File: src/rtl/rbr_to_bin_conv_if.sv
// Handshake bundle for the RBR-to-binary converter: operand in, W+1 bit result out.
interface rbr_to_bin_conv_if #(
  parameter int W = 64
);
  logic           in_valid;
  logic           in_ready;
  logic [2*W-1:0] x;
  logic           out_valid;
  logic           out_ready;
  logic [W:0]     y;
  logic           y_zero;

  modport master (
    output in_valid, x, out_ready,
    input  in_ready, out_valid, y, y_zero
  );

  modport slave (
    input  in_valid, x, out_ready,
    output in_ready, out_valid, y, y_zero
  );
endinterface

File: src/rtl/rbr_to_bin_conv.sv
// Iterative RBR -> two's complement converter, CW digits per cycle, result after W/CW cycles.
// Result is held in DONE until out_ready; in_ready is combinational from out_ready there.
module rbr_to_bin_conv #(
  parameter int W  = 64,
  parameter int CW = 16
) (
  input  logic              clk,
  input  logic              arst_n,
  rbr_to_bin_conv_if.slave  bus
);

  localparam int NSTEPS = W / CW;
  localparam int SW     = (NSTEPS > 1) ? $clog2(NSTEPS) : 1;
  localparam logic [SW-1:0] LAST_STEP = SW'(NSTEPS - 1);

  if ((W % CW) != 0) begin : g_cw_check
    $error("rbr_to_bin_conv: W must be a multiple of CW");
  end

  typedef enum logic [1:0] {
    S_IDLE,
    S_CONV,
    S_DONE
  } state_t;

  state_t        state_q;
  logic [W-1:0]  p_q;
  logic [W-1:0]  n_q;
  logic          carry_q;
  logic [SW-1:0] step_q;
  logic [W:0]    y_q;
  logic          y_zero_q;
  logic          out_valid_q;

  logic [W-1:0]  p_d;
  logic [W-1:0]  n_d;
  logic [CW-1:0] p_chunk;
  logic [CW-1:0] n_chunk;
  logic [CW:0]   sum_d;
  logic [W:0]    y_d;
  logic          accept;

  // Split digits into positive / negative bit vectors; 01 and 10 land in neither.
  always_comb begin
    p_d = '0;
    n_d = '0;
    for (int i = 0; i < W; i++) begin
      p_d[i] = bus.x[2*i+1] & bus.x[2*i];
      n_d[i] = ~bus.x[2*i+1] & ~bus.x[2*i];
    end
  end

  // P - N computed as P + ~N + 1, one chunk per cycle with the carry rippling between chunks.
  always_comb begin
    p_chunk = p_q[int'(step_q)*CW +: CW];
    n_chunk = n_q[int'(step_q)*CW +: CW];
    sum_d   = {1'b0, p_chunk} + {1'b0, ~n_chunk} + {{CW{1'b0}}, carry_q};
    y_d     = y_q;
    y_d[int'(step_q)*CW +: CW] = sum_d[CW-1:0];
    y_d[W]  = ~sum_d[CW];
  end

  assign bus.in_ready  = arst_n & ((state_q == S_IDLE) |
                                   ((state_q == S_DONE) & bus.out_ready));
  assign accept        = bus.in_valid & bus.in_ready;
  assign bus.out_valid = out_valid_q;
  assign bus.y         = y_q;
  assign bus.y_zero    = y_zero_q;

  always_ff @(posedge clk or negedge arst_n) begin
    if (!arst_n) begin
      state_q     <= S_IDLE;
      p_q         <= '0;
      n_q         <= '0;
      carry_q     <= 1'b1;
      step_q      <= '0;
      y_q         <= '0;
      y_zero_q    <= 1'b0;
      out_valid_q <= 1'b0;
    end else begin
      case (state_q)
        S_IDLE: begin
          if (accept) begin
            p_q     <= p_d;
            n_q     <= n_d;
            carry_q <= 1'b1;
            step_q  <= '0;
            state_q <= S_CONV;
          end
        end
        S_CONV: begin
          carry_q <= sum_d[CW];
          if (step_q == LAST_STEP) begin
            y_q         <= y_d;
            y_zero_q    <= ~|y_d;
            out_valid_q <= 1'b1;
            state_q     <= S_DONE;
          end else begin
            y_q[int'(step_q)*CW +: CW] <= sum_d[CW-1:0];
            step_q <= step_q + 1'b1;
          end
        end
        S_DONE: begin
          if (bus.out_ready) begin
            out_valid_q <= 1'b0;
            // Back-to-back: the next operand is taken in the same cycle the result leaves.
            if (accept) begin
              p_q     <= p_d;
              n_q     <= n_d;
              carry_q <= 1'b1;
              step_q  <= '0;
              state_q <= S_CONV;
            end else begin
              state_q <= S_IDLE;
            end
          end
        end
        default: state_q <= S_IDLE;
      endcase
    end
  end

endmodule

File: src/flat_wrapper.sv
// flat-port wrapper written by rule: the top's interface ports become plain ports
module rbr_to_bin_conv_flat 
#(
  parameter int W  = 64,
  parameter int CW = 16
)
  (clk, arst_n, bus_in_valid, bus_x, bus_out_ready, bus_in_ready, bus_out_valid, bus_y, bus_y_zero);
  rbr_to_bin_conv_if #(.W(W)) bus_i ();
  input  logic clk;
  input  logic arst_n;
  input wire logic [$bits(bus_i.in_valid)-1:0] bus_in_valid;
  input wire logic [$bits(bus_i.x)-1:0] bus_x;
  input wire logic [$bits(bus_i.out_ready)-1:0] bus_out_ready;
  output wire logic [$bits(bus_i.in_ready)-1:0] bus_in_ready;
  output wire logic [$bits(bus_i.out_valid)-1:0] bus_out_valid;
  output wire logic [$bits(bus_i.y)-1:0] bus_y;
  output wire logic [$bits(bus_i.y_zero)-1:0] bus_y_zero;
  assign bus_i.in_valid = bus_in_valid;
  assign bus_i.x = bus_x;
  assign bus_i.out_ready = bus_out_ready;
  assign bus_in_ready = bus_i.in_ready;
  assign bus_out_valid = bus_i.out_valid;
  assign bus_y = bus_i.y;
  assign bus_y_zero = bus_i.y_zero;
  rbr_to_bin_conv #(.W(W), .CW(CW)) u_core (.clk(clk), .arst_n(arst_n), .bus(bus_i));
endmodule
File: config.mk
export PLATFORM = sky130hd
export DESIGN_NAME = rbr_to_bin_conv_flat
export DESIGN_NICKNAME = d
export VERILOG_FILES = /design/src/rtl/rbr_to_bin_conv_if.sv /design/src/rtl/rbr_to_bin_conv.sv /design/src/flat_wrapper.sv
export SDC_FILE = /design/constraint.sdc
export NUM_CORES = 1
export LEC_CHECK = 0
export ABC_AREA = 1
export CAP_MARGIN = 20
export CORE_UTILIZATION = 35
export DETAILED_ROUTE_END_ITERATION = 6
export GPL_ROUTABILITY_DRIVEN = 0
export GPL_TIMING_DRIVEN = 1
export PLACE_DENSITY = 0.65
export SLEW_MARGIN = 25
export SYNTH_ARGS = -nofsm -noshare
export SYNTH_HDL_FRONTEND = slang
export SYNTH_SLANG_ARGS = --single-unit
File: constraint.sdc
create_clock -name clk -period 6.8 [get_ports clk]
set_clock_uncertainty 0.05 [all_clocks]
set_input_delay 1.7 -clock clk [delete_from_list [all_inputs] [get_ports clk]]
set_output_delay 1.7 -clock clk [all_outputs]
set_load 0.05 [all_outputs]
* Word level (Yosys, flattened, before mapping)
Cells that the tools add are included.
** Operators by class
- $add $sub $neg :: 4
- Muxes and demuxes :: 23
- Divide/modulo/power cells :: 0
- Shift-type cells :: 4
- Bitwise operators :: 262
- Order comparisons :: 0
- Reduce and logical (&&, ||, !) cells :: 12
- Eq/ne operators :: 7
- $mul :: 0
** Operator list (count)
- 64-bit two-way mux :: 4
- 64-bit case mux with 2 select lines :: 2
- 1-bit AND :: 131
- 1-bit inverter :: 129
- 64-bit by 7-bit variable part select with 16-bit output :: 2
- 65-bit bitwise mux :: 1
- 65-bit two-way mux :: 1
- 65-bit OR reduction :: 1
- 16-bit by 33-bit variable shift with 65-bit output, first input constant :: 1
- 16-bit by 33-bit variable part select with 65-bit output :: 1
- 6-bit negator with 33-bit output :: 1
- 16-bit by 16-bit adder with 17-bit output :: 1
- 17-bit by 1-bit adder with 17-bit output :: 1
- 16-bit inverter :: 1
- 2-bit two-way mux :: 6
- 2-bit case mux with 3 select lines :: 2
- 3-bit AND reduction :: 3
- 2-bit AND reduction :: 3
- 1-bit two-way mux :: 5
- 2-bit equality test, second input constant :: 2
- 2-bit by 1-bit != test with 1-bit output, second input constant :: 2
- 2-bit != test, second input constant :: 2
- 2-bit nonzero test :: 2
- 1-bit case mux with 3 select lines :: 1
- other kinds (7) :: 7
** Storage, ports and cells
- Register bits :: 200
- Bits in latches :: 0
- Word-level logic and storage cells :: 320
- Output and inout port bits :: 68
- Memory bits (writable) :: 0
- Memories kept :: 0
- Input bits :: 132
- ROM bits :: 0

* Longest topological paths before layout
- Depth in word-level cells :: 8
- Mapped depth :: 28
- Mapped depth without buffers :: 23

* Worst setup path before layout
Ideal clock, no wire load.
- Path type :: input-to-output
- Start :: in arst_n
- End :: out bus_in_ready
- Data arrival time :: 2965 ps
- Required time :: 5050 ps
- Setup slack :: 2085 ps
- Stages on the path :: 2
- Path through :: inv_1 a211oi_1
** On the way
- Cells in the longest elaborated chain, start to end :: 1
** Ends and longest elaborated chain
- start: declaration :: line flat_wrapper.sv:10 : input logic arst_n;
- 1-bit AND :: line rbr_to_bin_conv.sv:63 : assign bus.in_ready = arst_n & ((state_q == S_IDLE) |
- end: declaration :: line flat_wrapper.sv:14 : output wire logic [$bits(bus_i.in_ready)-1:0] bus_in_ready;
Every way passes these cells.

* Final worst setup path
Same ends and word-level chain as after synthesis.

==> results.py <==
metrics = {
    "critical_path": {
        "regToRegEndpoint": "u_core.bus.y_zero",
        "cp-end-kind": "primary output",
        "r2r_slack_ns": 2.30,
        "critPathKind": "primary input to primary output",
        "r2r_start": "u_core.step_q[1]",
        "cp_max_fo": 57,
        "cp_data_required_time_ns": 5.05,
        "reg2reg_depth": 22,
        "critical_path_arrival_ns": 3.51,
        "worstSetupStartpointType": "primary input",
    },
    "yosys": {
        "avgSynthCellArea_um2": 7.595,
        "synth_cells": 1421,
        "ys_seq_area_share_pct": 46.38,
        "synth.distinct_cells": 31,
        "synth_area_um2": 10790,
        "yosys_warnings": 0,
        "synth-seq-cells": 200,
        "syn_nets": 1577,
    },
    "routing": {
        "dr.first_iter.drc_count": 841,
        "drc": 0,
        "vias": 10135,
        "firstDrtPassIters": 6,
        "via_per_inst": 5.126,
        "routed_wl_um": 30890,
        "drtAntennaViolNets": 0,
        "wl_per_cell_um": 15.63,
    },
    "timing": {
        "period_share_pct": 77.39,
        "slew_headroom_pct": 29.81,
        "slew_viol_final": 0,
        "rsz0062_at_grt": "no",
        "setup_viol": 0,
        "fin_setup_tns_ns": 0,
        "period_needed_ns": 5.263,
        "worst_slew_pin_slew_ns": 1.049,
        "hold_viol": 0,
        "fmax_mhz": 190.0,
    },
    "global_routing": {
        "grt_pass1_vias": 9371,
        "grt_max_degree": 128,
        "grt_pass1_wl_um": 49290,
        "met3_usage_pct": 2.656,
        "antenna_found_initial": 0,
        "grt_use_met1_pct": 30.40,
        "grt_most_used_layer": "met1",
        "grtUsageTotal_pct": 19.93,
        "grt_overflow": 0,
        "met2_usage_pct": 29.75,
    },
    "cts": {
        "cts.sinks": 200,
        "hold_buffers": 0,
        "cts_resized": 0,
        "cts_buffers": 17,
        "cts_root_buf": "clkbuf_16",
        "htreeDepth": 4,
        "clk_pin_slew_worst_paths_ns": 0.08,
        "clockBufferDepth": 2,
        "cts_tree": "yes",
        "cts_setup_buffers": 0,
        "insertion_delay_ns": 0.45,
    },
    "floorplan": {
        "chipWidth_um": 177.6,
        "die_area_um2": 31540,
        "ios": 200,
        "start_util_pct": 36.03,
        "die_h_um": 177.6,
        "core_area_um2": 29950,
        "row_count": 63,
    },
    "finish": {
        "area_delta_synth_final_pct": 26.72,
        "mostFrequentLayoutCells": "nand2_1 (440), clkdlybuf4s50_1 (198), dfrtp_1 (198)",
        "diodes": 0,
        "fill_cells": 2993,
        "final_layout_size_suffix_gt1_share_pct": 4.537,
        "instances_no_fill": 1977,
        "layout_commonest_cell": "nand2_1",
        "fin_nets": 1730,
    },
    "worst_hold_path": {
        "hp-start": "u_core.bus.y_zero",
        "holdPathEnd": "u_core.bus.y_zero",
        "hold_path.class": "register to register",
        "hold-path-cell-count": 2,
    },
    "placed_design": {
        "dp_hpwl_um": 22540,
        "port_buffers": 199,
        "place_inst": 1945,
    },
    "outcome": {
        "status": "complete, no violations",
    },
    "pwr": {
        "ir_drop_mv": 0.3052,
        "power_density_nw_per_um2": 578.1,
        "p_leak_nw": 6.338,
    },
    "job": {
        "maxCapViolCount": 0,
    },
}
[final cells by class]
class / count / area [um^2] / share of cell area [%]
multi-input combinational: 1018 / 5017 / 36.68
sequential: 200 / 5007 / 36.61
timing repair buffer: 209 / 2078 / 15.20
tap: 390 / 488.0 / 3.568
inverter: 128 / 480.5 / 3.513
clock buffer: 18 / 429.2 / 3.138
clock inverter: 14 / 176.4 / 1.290
[logic make-up (layout without fill, tap and decap cells)]
kind of cell,Yosys count,after routing,synth area share [%]
and+or+nand+nor,694,694,26.33
adders and majority gates,24,24,2.921
DFF,200,200,46.38
AOI/OAI and AO/OA,300,300,17.17
buffers and inverters,203,369,7.199
[metal layers]
layer | vias to the layer above | wire length [um]
li1 | 5046 | -
met2 | 349 | 13460
met1 | 4722 | 15310
met4 | 0 | 261
met3 | 18 | 1860
met5 | - | 0
[worst max path at each step]
stage	to	from	slack (ns)	depth (start not counted)
finish	bus_in_ready	arst_n	1.54	4
global route	bus_in_ready	arst_n	1.37	4
CTS	bus_in_ready	arst_n	1.50	4
detailed placement	bus_in_ready	arst_n	1.51	4
global placement	bus_in_ready	arst_n	1.48	4
floorplan	bus_in_ready	arst_n	2.09	2
[cell usage after synthesis (all sizes together)]
cell type  count  area [um^2]
nand2        454         1737
dfrtp        199         4980
nor2         133        506.7
inv          128        480.5
o21ai        126        630.6
o31ai         80        600.6
nand3         68        355.3
clkbuf        56        210.2
a31oi         30        187.7
nand4         29        181.4
a21oi         27        135.1
ha            22        275.3
buf           19        86.34
o22ai         16        100.1
a32o          15        150.1
and2           5        33.78
nor3           4        20.02
a22o           3        26.28
fa             2        40.04
a211oi         1        7.510
a22oi          1        7.510
dfstp          1        26.28
nand3b         1        7.510
o21a           1        7.510
[state kept, by name, indices dropped and copies added, names as in the netlist]
register	cells
u_core.bus.y	65
u_core.n_q	64
u_core.p_q	64
u_core.state_q	2
u_core.step_q	2
u_core.bus.out_valid	1
u_core.bus.y_zero	1
u_core.carry_q	1
[power by group]
group | leakage, nW | internal [mW] | total (mW) | switching, mW
clock network | 0.296 | 0.533 | 1.06 | 0.526
logic | 3.45 | 1.56 | 4.77 | 3.21
registers | 2.59 | 1.69 | 2.08 | 0.389
[through the flow]
stage	worst slack (ns)	utilization, %	hold slack, ns	area, um^2	total power, mW
global route	1.366	45.66	0.4502	13680	8.583
floorplan	2.086	-	0.3964	10790	5.413
CTS	1.500	45.63	0.4374	13670	7.917
detailed placement	1.515	43.61	0.4180	13060	6.832
global placement	1.477	43.61	0.4101	13060	6.737
finish	1.537	45.66	0.4326	13680	7.907
[critical path: stages]
cell and delay [ns]:
clkbuf_8 0.40, inv_1 0.08, a211oi_1 0.42, clkdlybuf4s50_1 0.89
Note: power is estimated with default switching activity, not from simulation.
